==> src/rtl/axi_mem_responder_if.sv <==
// AXI4 slave-port bundle seen by axi_mem_responder.
// Member names follow the responder's point of view.
interface axi_mem_responder_if #(
  parameter int AXI_ADDR_WIDTH = 32,
  parameter int AXI_ID_WIDTH   = 4
);
  logic                      aw_valid_i;
  logic                      aw_ready_o;
  logic [AXI_ID_WIDTH-1:0]   aw_id_i;
  logic [AXI_ADDR_WIDTH-1:0] aw_addr_i;
  logic [7:0]                aw_len_i;
  logic [1:0]                aw_burst_i;

  logic                      w_valid_i;
  logic                      w_ready_o;
  logic [31:0]               w_data_i;
  logic [3:0]                w_strb_i;
  logic                      w_last_i;

  logic                      b_valid_o;
  logic                      b_ready_i;
  logic [AXI_ID_WIDTH-1:0]   b_id_o;
  logic [1:0]                b_resp_o;

  logic                      ar_valid_i;
  logic                      ar_ready_o;
  logic [AXI_ID_WIDTH-1:0]   ar_id_i;
  logic [AXI_ADDR_WIDTH-1:0] ar_addr_i;
  logic [7:0]                ar_len_i;
  logic [1:0]                ar_burst_i;

  logic                      r_valid_o;
  logic                      r_ready_i;
  logic [AXI_ID_WIDTH-1:0]   r_id_o;
  logic [31:0]               r_data_o;
  logic [1:0]                r_resp_o;
  logic                      r_last_o;

  modport slave (
    input  aw_valid_i, aw_id_i, aw_addr_i,
    input  aw_len_i, aw_burst_i,
    output aw_ready_o,
    input  w_valid_i, w_data_i, w_strb_i,
    input  w_last_i,
    output w_ready_o,
    output b_valid_o, b_id_o, b_resp_o,
    input  b_ready_i,
    input  ar_valid_i, ar_id_i, ar_addr_i,
    input  ar_len_i, ar_burst_i,
    output ar_ready_o,
    output r_valid_o, r_id_o, r_data_o,
    output r_resp_o, r_last_o,
    input  r_ready_i
  );

  modport master (
    output aw_valid_i, aw_id_i, aw_addr_i,
    output aw_len_i, aw_burst_i,
    input  aw_ready_o,
    output w_valid_i, w_data_i, w_strb_i,
    output w_last_i,
    input  w_ready_o,
    input  b_valid_o, b_id_o, b_resp_o,
    output b_ready_i,
    output ar_valid_i, ar_id_i, ar_addr_i,
    output ar_len_i, ar_burst_i,
    input  ar_ready_o,
    input  r_valid_o, r_id_o, r_data_o,
    input  r_resp_o, r_last_o,
    output r_ready_i
  );
endinterface

==> src/rtl/axi_mem_responder.sv <==
// AXI4 slave that turns bursts into beats on a
// single-port word SRAM with 1-cycle read latency.
module axi_mem_responder #(
  parameter int AXI_ADDR_WIDTH = 32,
  parameter int AXI_ID_WIDTH   = 4,
  parameter int MEM_ADDR_WIDTH = 14
) (
  input  logic                      clk,
  input  logic                      rst_n,
  axi_mem_responder_if.slave        axi,
  output logic                      mem_req_o,
  output logic                      mem_we_o,
  output logic [MEM_ADDR_WIDTH-1:0] mem_addr_o,
  output logic [31:0]               mem_wdata_o,
  output logic [3:0]                mem_be_o,
  input  logic [31:0]               mem_rdata_i
);

  localparam logic [1:0] BURST_INCR  = 2'b01;
  localparam logic [1:0] BURST_WRAP  = 2'b10;
  localparam logic [1:0] RESP_OKAY   = 2'b00;
  localparam logic [1:0] RESP_SLVERR = 2'b10;

  typedef enum logic [1:0] {
    IDLE,
    WRITE,
    WRESP,
    READ
  } state_t;

  state_t state_q, state_d;

  // 1 when the last granted address went to the write side
  logic                      rr_wr_q;
  logic [AXI_ID_WIDTH-1:0]   id_q;
  logic [MEM_ADDR_WIDTH-1:0] addr_q;
  logic [7:0]                len_q;
  logic [1:0]                burst_q;
  logic [8:0]                cnt_q;
  logic [8:0]                rcnt_q;
  logic                      err_q;
  logic                      infl_q;
  logic [31:0]               fifo_q [2];
  logic                      wr_ptr_q;
  logic                      rd_ptr_q;
  logic [1:0]                occ_q;

  logic       grant_w;
  logic       grant_r;
  logic       w_beat;
  logic       last_w;
  logic       r_valid;
  logic       r_pop;
  logic       issue;
  logic       wrap;
  logic [8:0] n_beats;
  logic [1:0] occ_left;

  logic unused_addr;
  assign unused_addr = ^{
    axi.aw_addr_i[AXI_ADDR_WIDTH-1:MEM_ADDR_WIDTH+2],
    axi.aw_addr_i[1:0],
    axi.ar_addr_i[AXI_ADDR_WIDTH-1:MEM_ADDR_WIDTH+2],
    axi.ar_addr_i[1:0]
  };

  assign n_beats  = {1'b0, len_q} + 9'd1;
  assign wrap     = burst_q == BURST_WRAP;
  assign w_beat   = (state_q == WRITE) && axi.w_valid_i;
  assign last_w   = cnt_q == {1'b0, len_q};
  assign r_valid  = (state_q == READ) && (occ_q != 2'd0);
  assign r_pop    = r_valid && axi.r_ready_i;
  assign occ_left = occ_q - {1'b0, r_pop};

  // A slot freed by this cycle's pop may be refilled at once
  assign issue = (state_q == READ) &&
                 (cnt_q != n_beats) &&
                 ((occ_left + {1'b0, infl_q}) < 2'd2);

  always_comb begin
    grant_w = 1'b0;
    grant_r = 1'b0;
    state_d = state_q;
    unique case (state_q)
      IDLE: begin
        grant_w = axi.aw_valid_i &&
                  (!axi.ar_valid_i || !rr_wr_q);
        grant_r = axi.ar_valid_i && !grant_w;
        if (grant_w) begin
          state_d = WRITE;
        end else if (grant_r) begin
          state_d = READ;
        end
      end
      WRITE: begin
        if (w_beat && last_w) state_d = WRESP;
      end
      WRESP: begin
        if (axi.b_ready_i) state_d = IDLE;
      end
      READ: begin
        if (r_pop && axi.r_last_o) state_d = IDLE;
      end
      default: state_d = IDLE;
    endcase
  end

  assign axi.aw_ready_o = grant_w;
  assign axi.ar_ready_o = grant_r;
  assign axi.w_ready_o  = state_q == WRITE;

  assign axi.b_valid_o = state_q == WRESP;
  assign axi.b_id_o    = id_q;
  assign axi.b_resp_o  = (err_q || wrap) ? RESP_SLVERR
                                         : RESP_OKAY;

  assign axi.r_valid_o = r_valid;
  assign axi.r_id_o    = id_q;
  assign axi.r_data_o  = fifo_q[rd_ptr_q];
  assign axi.r_resp_o  = wrap ? RESP_SLVERR : RESP_OKAY;
  assign axi.r_last_o  = r_valid &&
                         (rcnt_q == {1'b0, len_q});

  assign mem_req_o   = (w_beat || issue) && !wrap;
  assign mem_we_o    = w_beat && !wrap;
  assign mem_addr_o  = addr_q;
  assign mem_wdata_o = mem_we_o ? axi.w_data_i : '0;
  assign mem_be_o    = mem_we_o ? axi.w_strb_i : '0;

  always_ff @(posedge clk or negedge rst_n) begin
    if (!rst_n) begin
      state_q <= IDLE;
      rr_wr_q <= 1'b1;
      id_q    <= '0;
      addr_q  <= '0;
      len_q   <= '0;
      burst_q <= '0;
      cnt_q   <= '0;
      rcnt_q  <= '0;
      err_q   <= 1'b0;
    end else begin
      state_q <= state_d;
      if (grant_w || grant_r) begin
        rr_wr_q <= grant_w;
        cnt_q   <= '0;
        rcnt_q  <= '0;
        err_q   <= 1'b0;
        if (grant_w) begin
          id_q    <= axi.aw_id_i;
          addr_q  <= axi.aw_addr_i[MEM_ADDR_WIDTH+1:2];
          len_q   <= axi.aw_len_i;
          burst_q <= axi.aw_burst_i;
        end else begin
          id_q    <= axi.ar_id_i;
          addr_q  <= axi.ar_addr_i[MEM_ADDR_WIDTH+1:2];
          len_q   <= axi.ar_len_i;
          burst_q <= axi.ar_burst_i;
        end
      end
      if (w_beat || issue) begin
        cnt_q <= cnt_q + 9'd1;
        if (burst_q == BURST_INCR) begin
          addr_q <= addr_q + 1'b1;
        end
      end
      if (w_beat && (axi.w_last_i != last_w)) begin
        err_q <= 1'b1;
      end
      if (r_pop) begin
        rcnt_q <= rcnt_q + 9'd1;
      end
    end
  end

  always_ff @(posedge clk or negedge rst_n) begin
    if (!rst_n) begin
      infl_q    <= 1'b0;
      fifo_q[0] <= '0;
      fifo_q[1] <= '0;
      wr_ptr_q  <= 1'b0;
      rd_ptr_q  <= 1'b0;
      occ_q     <= '0;
    end else begin
      infl_q <= issue;
      if (infl_q) begin
        fifo_q[wr_ptr_q] <= wrap ? '0 : mem_rdata_i;
        wr_ptr_q         <= ~wr_ptr_q;
      end
      if (r_pop) begin
        rd_ptr_q <= ~rd_ptr_q;
      end
      occ_q <= occ_left + {1'b0, infl_q};
    end
  end

endmodule

==> src/flat_wrapper.sv <==
// flat-port wrapper written by rule: the top's interface ports become plain ports
module axi_mem_responder_flat 
#(
  parameter int AXI_ADDR_WIDTH = 32,
  parameter int AXI_ID_WIDTH   = 4,
  parameter int MEM_ADDR_WIDTH = 14
)
  (clk, rst_n, mem_req_o, mem_we_o, mem_addr_o, mem_wdata_o, mem_be_o, mem_rdata_i, axi_aw_valid_i, axi_aw_id_i, axi_aw_addr_i, axi_aw_len_i, axi_aw_burst_i, axi_aw_ready_o, axi_w_valid_i, axi_w_data_i, axi_w_strb_i, axi_w_last_i, axi_w_ready_o, axi_b_valid_o, axi_b_id_o, axi_b_resp_o, axi_b_ready_i, axi_ar_valid_i, axi_ar_id_i, axi_ar_addr_i, axi_ar_len_i, axi_ar_burst_i, axi_ar_ready_o, axi_r_valid_o, axi_r_id_o, axi_r_data_o, axi_r_resp_o, axi_r_last_o, axi_r_ready_i);
  axi_mem_responder_if #(.AXI_ADDR_WIDTH(AXI_ADDR_WIDTH), .AXI_ID_WIDTH(AXI_ID_WIDTH)) axi_i ();
  input  logic clk;
  input  logic rst_n;
  output logic mem_req_o;
  output logic mem_we_o;
  output logic [MEM_ADDR_WIDTH-1:0] mem_addr_o;
  output logic [31:0] mem_wdata_o;
  output logic [3:0] mem_be_o;
  input  logic [31:0] mem_rdata_i;
  input wire logic [$bits(axi_i.aw_valid_i)-1:0] axi_aw_valid_i;
  input wire logic [$bits(axi_i.aw_id_i)-1:0] axi_aw_id_i;
  input wire logic [$bits(axi_i.aw_addr_i)-1:0] axi_aw_addr_i;
  input wire logic [$bits(axi_i.aw_len_i)-1:0] axi_aw_len_i;
  input wire logic [$bits(axi_i.aw_burst_i)-1:0] axi_aw_burst_i;
  output wire logic [$bits(axi_i.aw_ready_o)-1:0] axi_aw_ready_o;
  input wire logic [$bits(axi_i.w_valid_i)-1:0] axi_w_valid_i;
  input wire logic [$bits(axi_i.w_data_i)-1:0] axi_w_data_i;
  input wire logic [$bits(axi_i.w_strb_i)-1:0] axi_w_strb_i;
  input wire logic [$bits(axi_i.w_last_i)-1:0] axi_w_last_i;
  output wire logic [$bits(axi_i.w_ready_o)-1:0] axi_w_ready_o;
  output wire logic [$bits(axi_i.b_valid_o)-1:0] axi_b_valid_o;
  output wire logic [$bits(axi_i.b_id_o)-1:0] axi_b_id_o;
  output wire logic [$bits(axi_i.b_resp_o)-1:0] axi_b_resp_o;
  input wire logic [$bits(axi_i.b_ready_i)-1:0] axi_b_ready_i;
  input wire logic [$bits(axi_i.ar_valid_i)-1:0] axi_ar_valid_i;
  input wire logic [$bits(axi_i.ar_id_i)-1:0] axi_ar_id_i;
  input wire logic [$bits(axi_i.ar_addr_i)-1:0] axi_ar_addr_i;
  input wire logic [$bits(axi_i.ar_len_i)-1:0] axi_ar_len_i;
  input wire logic [$bits(axi_i.ar_burst_i)-1:0] axi_ar_burst_i;
  output wire logic [$bits(axi_i.ar_ready_o)-1:0] axi_ar_ready_o;
  output wire logic [$bits(axi_i.r_valid_o)-1:0] axi_r_valid_o;
  output wire logic [$bits(axi_i.r_id_o)-1:0] axi_r_id_o;
  output wire logic [$bits(axi_i.r_data_o)-1:0] axi_r_data_o;
  output wire logic [$bits(axi_i.r_resp_o)-1:0] axi_r_resp_o;
  output wire logic [$bits(axi_i.r_last_o)-1:0] axi_r_last_o;
  input wire logic [$bits(axi_i.r_ready_i)-1:0] axi_r_ready_i;
  assign axi_i.aw_valid_i = axi_aw_valid_i;
  assign axi_i.aw_id_i = axi_aw_id_i;
  assign axi_i.aw_addr_i = axi_aw_addr_i;
  assign axi_i.aw_len_i = axi_aw_len_i;
  assign axi_i.aw_burst_i = axi_aw_burst_i;
  assign axi_aw_ready_o = axi_i.aw_ready_o;
  assign axi_i.w_valid_i = axi_w_valid_i;
  assign axi_i.w_data_i = axi_w_data_i;
  assign axi_i.w_strb_i = axi_w_strb_i;
  assign axi_i.w_last_i = axi_w_last_i;
  assign axi_w_ready_o = axi_i.w_ready_o;
  assign axi_b_valid_o = axi_i.b_valid_o;
  assign axi_b_id_o = axi_i.b_id_o;
  assign axi_b_resp_o = axi_i.b_resp_o;
  assign axi_i.b_ready_i = axi_b_ready_i;
  assign axi_i.ar_valid_i = axi_ar_valid_i;
  assign axi_i.ar_id_i = axi_ar_id_i;
  assign axi_i.ar_addr_i = axi_ar_addr_i;
  assign axi_i.ar_len_i = axi_ar_len_i;
  assign axi_i.ar_burst_i = axi_ar_burst_i;
  assign axi_ar_ready_o = axi_i.ar_ready_o;
  assign axi_r_valid_o = axi_i.r_valid_o;
  assign axi_r_id_o = axi_i.r_id_o;
  assign axi_r_data_o = axi_i.r_data_o;
  assign axi_r_resp_o = axi_i.r_resp_o;
  assign axi_r_last_o = axi_i.r_last_o;
  assign axi_i.r_ready_i = axi_r_ready_i;
  axi_mem_responder #(.AXI_ADDR_WIDTH(AXI_ADDR_WIDTH), .AXI_ID_WIDTH(AXI_ID_WIDTH), .MEM_ADDR_WIDTH(MEM_ADDR_WIDTH)) u_core (.clk(clk), .rst_n(rst_n), .axi(axi_i), .mem_req_o(mem_req_o), .mem_we_o(mem_we_o), .mem_addr_o(mem_addr_o), .mem_wdata_o(mem_wdata_o), .mem_be_o(mem_be_o), .mem_rdata_i(mem_rdata_i));
endmodule
==> config.mk <==
export PLATFORM = sky130hd
export DESIGN_NAME = axi_mem_responder_flat
export DESIGN_NICKNAME = d
export VERILOG_FILES = /design/src/rtl/axi_mem_responder_if.sv /design/src/rtl/axi_mem_responder.sv /design/src/flat_wrapper.sv
export SDC_FILE = /design/constraint.sdc
export NUM_CORES = 1
export LEC_CHECK = 0
export ABC_CLOCK_PERIOD_IN_PS = 6150
export CAP_MARGIN = 20
export CORE_AREA = 5 5 123 125
export CTS_BUF_LIST = sky130_fd_sc_hd__clkbuf_8
export CTS_CLUSTER_DIAMETER = 80
export CTS_CLUSTER_SIZE = 28
export DETAILED_ROUTE_END_ITERATION = 8
export DIE_AREA = 0 0 128 130
export HOLD_SLACK_MARGIN = 0.06
export PLACE_DENSITY = 0.9
export SETUP_SLACK_MARGIN = 0.1
export SYNTH_ARGS = -nofsm -noshare
export SYNTH_HDL_FRONTEND = slang
export SYNTH_SLANG_ARGS = --single-unit
export TNS_END_PERCENT = 50
==> constraint.sdc <==
create_clock -name clk -period 6.15 [get_ports clk]
set_input_delay 1.23 -clock clk [delete_from_list [all_inputs] [get_ports clk]]
set_output_delay 1.23 -clock clk [all_outputs]
set_load 0.02 [all_outputs]
# [Word level (Yosys, flattened, before mapping)]
# Index checks and enable logic that the tools add are counted.
[op_classes] add_sub_neg=6 magnitude_cmp=4 eq_ne=13 muxes=31 bitwise_logic=4 n_reduce_logical=28
[ops] cell="$mux W32" count=6
[ops] cell="$bwmux W64" count=1
[ops] cell="$mux W14" count=4
[ops] cell="$demux W32 S1" count=1
[ops] cell="$mux W9" count=3
[ops] cell="$add A9 B1 Y9 const B" count=2
[ops] cell="$eq A9 B8 Y1" count=2
[ops] cell="$mux W2" count=8
[ops] cell="$add A14 B1 Y14 const B" count=1
[ops] cell="$logic_and A1 B1 Y1" count=14
[ops] cell="$add A8 B1 Y9 const B" count=1
[ops] cell="$ne A9 B9 Y1" count=1
[ops] cell="$mux W4" count=2
[ops] cell="$mux W8" count=1
[ops] cell="$pmux W2 S4" count=1
[ops] cell="$reduce_bool A2 Y1" count=4
[ops] cell="$eq A2 B2 Y1 const B" count=3
[ops] cell="$eq A2 B1 Y1 const B" count=2
[ops] cell="$ge A2 B2 Y1 const B" count=2
[ops] cell="$logic_not A1 Y1" count=4
[ops] cell="$logic_or A1 B1 Y1" count=4
[ops] cell="$mux W1" count=4
[ops] cell="$ne A2 B1 Y1 const B" count=2
[ops] cell="$not A1 Y2" count=2
[ops] cell="10 further kinds" count=11
[totals] reg_bits=119 in_bits=168 output_inout_bits=102 elab_cells=101

# [Logic depth before layout (Yosys ltp)]
[logic_depth] word_depth=10 depth_mapped=16 mapped_depth_nobuf=14

# [Worst setup path before layout]
# OpenSTA, ideal clock, no wires.
[synth_path] kind="input port to output port" from="input port axi_r_ready_i" to="output port mem_req_o" arrival_ns=3.161 path_slack_ns=1.759 stages=11 path_buffers=1 cell_sequence="nand2_1 clkinv_1 ha_1 inv_1 ha_1 xnor2_1 xnor2_1 nor2_1 a21boi_4 buf_6 nor2_1"
[synth_via] elab_chain_len=7
[synth_lines] element="start: declaration" line="flat_wrapper.sv:44" text="input wire logic [$bits(axi_i.r_ready_i)-1:0] axi_r_ready_i;"
[synth_lines] element="$logic_and A1 B1 Y1" line="axi_mem_responder.sv:72" text="assign r_pop = r_valid && axi.r_ready_i;"
[synth_lines] element="net u_core.r_pop" line="axi_mem_responder.sv:53" text="logic r_pop;"
[synth_lines] element="$sub A2 B1 Y2" line="axi_mem_responder.sv:73" text="assign occ_left = occ_q - {1'b0, r_pop};"
[synth_lines] element="$add A2 B1 Y2" line="axi_mem_responder.sv:78" text="((occ_left + {1'b0, infl_q}) < 2'd2);"
[synth_lines] element="$lt A2 B2 Y1" line="axi_mem_responder.sv:78"
[synth_lines] element="$logic_and A1 B1 Y1" line="axi_mem_responder.sv:77" text="(cnt_q != n_beats) &&"
[synth_lines] element="$logic_or A1 B1 Y1" line="axi_mem_responder.sv:124" text="assign mem_req_o = (w_beat || issue) && !wrap;"
[synth_lines] element="$logic_and A1 B1 Y1" line="axi_mem_responder.sv:124"
[synth_lines] element="end: declaration" line="flat_wrapper.sv:12" text="output logic mem_req_o;"
# The timed path passes the listed nets, and every way through them passes these cells.

# [Worst setup path in the final report]
# Ends and elaborated chain as after synthesis.

==> results_dict.tcl <==
set metrics [dict create \
    grt_pass1_vias 6077 \
    status "finished, final reports clean" \
    sw_frac_of_total_pct 41.6 \
    synth-async-reset-ratio_pct 100 \
    wl_um 18800 \
    antenna_found_initial 0 \
    postSynthCellCount 753 \
    cp-start-kind "input pin" \
    drtIter0Drc 348 \
    vias_per_cell 5.34 \
    place_area_um2 8860 \
    syn_avg_cell_area_um2 8.64 \
    max_slew_margin_pct 28.2 \
    worst-setup-path-type "in2out" \
    cp_data_arrival_time_ns 4.20 \
    clock_path_buffers 2 \
    yosys.area.top_type "dfrtp_1" \
    post-cts-setup-buffers 0 \
    crit_path_end_kind "primary output" \
    tightest_slew_ns 1.08 \
    cts_inserted_buffers 17 \
    path_max_fanout 10 \
    drv_cap 0 \
    hp-class "reg2reg" \
    die_area_um2 16600 \
    ant_nets 0 \
    die_w_um 128 \
    h-tree-depth 4 \
    required_ns 4.92 \
    overflow 0 \
    gp_congestion 0.879 \
    final_area_um2 9290 \
    start_util_pct 47.3 \
    synth_top_area_share_pct 45.4 \
    holdBufCountCts 0 \
    clk_latency_ns 0.44 \
    p_switching_w 0.00195 \
    grt_usage_pct 22.2 \
    synth_area_um2 6510 \
    clk_pin_slew_ns 0.07 \
    syn_to_final_growth_pct 42.8 \
    synth_area_leaders "dfrtp_1 (45%), nand2_1 (10%), o21ai_0 (6.2%), mux2_2 (5.9%), and2_1 (3.7%)" \
    rsz0062_at_grt "false" \
    synth-edff-count 0 \
    grt_max_degree 65 \
    drive_gt1_share_pct 8.97 \
    clockRootBuffer "clkbuf_8" \
    io_pins 270 \
    fill_cells 1080 \
    grt_pass1_wl_um 29700 \
    finalSetupTns_ns 0 \
    diodes 0 \
    slowest_stage "clkdlybuf4s50_1" \
    slew_violations 0 \
    setup_viol 0 \
    period_needed_ns 5.43 \
    skew_ns 0.00764 \
    synth_cell_types 60 \
    ir_worst_vdd_uv 321 \
    synthFlopType "dfrtp_1" \
    fmax_mhz 184 \
    ys_ff_latch 119 \
    die_h_um 130 \
    cts_repair_resize_count 0 \
    yosysSeqAreaShare_pct 45.8 \
    hold_viol 0 \
    leakage_nw 4.11 \
    critical_path.max_stage_delay_ns 0.61 \
    vias 6136 \
    reg2reg_slack_ns 2.33 \
    comb_power_share_pct 52.8 \
    cts_tree "yes" \
    synth_warnings 0 \
    drt_pass1_iterations 8 \
    intPower_w 0.00274 \
    path_cells "clkdlybuf4s50_1 > nand2_1 > clkinv_1 > ha_1 > inv_1 > ha_1 > xnor2_1 > xnor2_1 > nor2_1 > a21boi_4 > nor2_1 > clkdlybuf4s50_1" \
    core_area_um2 13800 \
    post-route-period-util_pct 88.3 \
    pwr-share-clk_pct 16.5 \
    dp_hpwl_um 13400 \
    pwr_density_cell_nw_per_um2 504 \
    nets 1132 \
    cts_sinks 119 \
    wl_per_cell_um 16.3 \
    drc 0 \
    port_buffers 231 \
    p_seq_share_pct 30.7 \
    rows 43 \
]
## cells in the final DEF, fill, tap and decap left out, types with 6 or more instances in the layout
cell type          n
clkdlybuf4s50_1  230
nand2_1          174
dfrtp_1          118
o21ai_0           80
nor2_1            42
and2_1            39
mux2_2            34
nand3_1           23
inv_1             22
clkbuf_8          20
a31oi_1           17
xnor2_1           15
a21oi_1           14
xor2_1            10
buf_4             10
nor3_1             9
nand4_1            7
and3_1             6
o22ai_1            6
a211oi_1           6
ha_1               6
## state kept, by name (all words and copies together), names as in the netlist
signal             cells
u_core.rr_wr_q         1
u_core.fifo_q         64
u_core.mem_addr_o     14
u_core.wr_ptr_q        1
u_core.burst_q         2
u_core.state_q         2
u_core.err_q           1
u_core.len_q           8
u_core.axi.b_id_o      4
u_core.occ_q           2
u_core.rd_ptr_q        1
u_core.rcnt_q          9
u_core.cnt_q           9
u_core.infl_q          1
## power by group through the flow
stage	Clock, W	Sequential [W]	Combinational, W
after global routing	0.000822	0.00149	0.00269
after floorplan	0	0.00139	0.00156
after CTS	0.000788	0.00143	0.00249
final	0.000772	0.00144	0.00248
after detailed placement	0	0.00144	0.00247
after global placement	0	0.00142	0.00241
## stage by stage
step                setup slack [ns]  util [%]  hold slack (ns)  cells  total power (W)
CTS                            0.736      67.5            0.474   1150          0.00471
detailed placement             0.746      64.4            0.462   1119          0.00391
global route                   0.546      67.5            0.492   1150          0.00500
global placement               0.804      64.4            0.456   1119          0.00383
finish                         0.719      67.5            0.474   1150          0.00469
floorplan                       1.76         -            0.441    754          0.00295
## kinds of logic (layout without fill, tap and decap cells)
family,after synthesis,count (layout),synth area share (%)
AOI/OAI and AO/OA,156,156,14.8
xor gates and xnor gates,25,25,3.36
adders and majority gates,6,6,1.15
buffers and inverters,76,292,5.15
DFF,119,119,45.8
muxes,38,38,6.50
other,1,2,0.0576
and+or+nand+nor,332,332,23.2
## path summary, 6_finish.rpt
check / startpoint / end / cells past startpoint
setup / recovery: axi_r_ready_i / mem_req_o / 12
hold / removal: u_core.rr_wr_q$_DFFE_PN1N_ / u_core.rr_wr_q$_DFFE_PN1N_ / 2
setup reg to reg: u_core.state_q[1]$_DFFE_PN0P_ / u_core.mem_addr_o[10]$_DFF_PN0_ / 14
hold reg to reg: u_core.rr_wr_q$_DFFE_PN1N_ / u_core.rr_wr_q$_DFFE_PN1N_ / 2
max in group asynchronous: rst_n / u_core.occ_q[0]$_DFF_PN0_ / 2
min in group asynchronous: rst_n / u_core.fifo_q[27]$_DFFE_PN0P_ / 1
## critical path, delay by kind of cell
kind                       cells  cell delay, ns
and+or+nand+nor                3            0.63
buffers and inverters          4            1.39
xor gates and xnor gates       2            0.33
adders and majority gates      2            0.54
AOI/OAI and AO/OA              1            0.09
## cell usage after synthesis (7+ instances only)
cell type	number
nor2_1	42
inv_1	20
mux2_2	34
xor2_1	10
and2_1	39
a21oi_1	14
nand4_1	7
nand3_1	23
dfrtp_1	118
nor3_1	9
nand2_1	175
clkbuf_1	39
xnor2_1	15
a31oi_1	17
buf_4	8
o21ai_0	80
## final cells by class
type / count / area (µm²) / area share, %
Multi-Input combinational cell: 559 / 3200 / 34.5
Sequential cell: 119 / 2980 / 32.1
Timing Repair Buffer: 240 / 2380 / 25.6
Clock buffer: 20 / 275 / 2.96
Tap cell: 180 / 225 / 2.42
Clock inverter: 11 / 155 / 1.67
Inverter: 21 / 78.8 / 0.848
## per-layer routing
metal / vias to the layer above / track usage [%] / wire, µm
li1: 2960 / - / -
met1: 2896 / 27.9 / 7750
met2: 234 / 37.4 / 9350
met3: 46 / 4.71 / 1150
met4: 0 / 9.30 / 550
met5: - / 0 / 0
(Power assumes the default switching activity.)
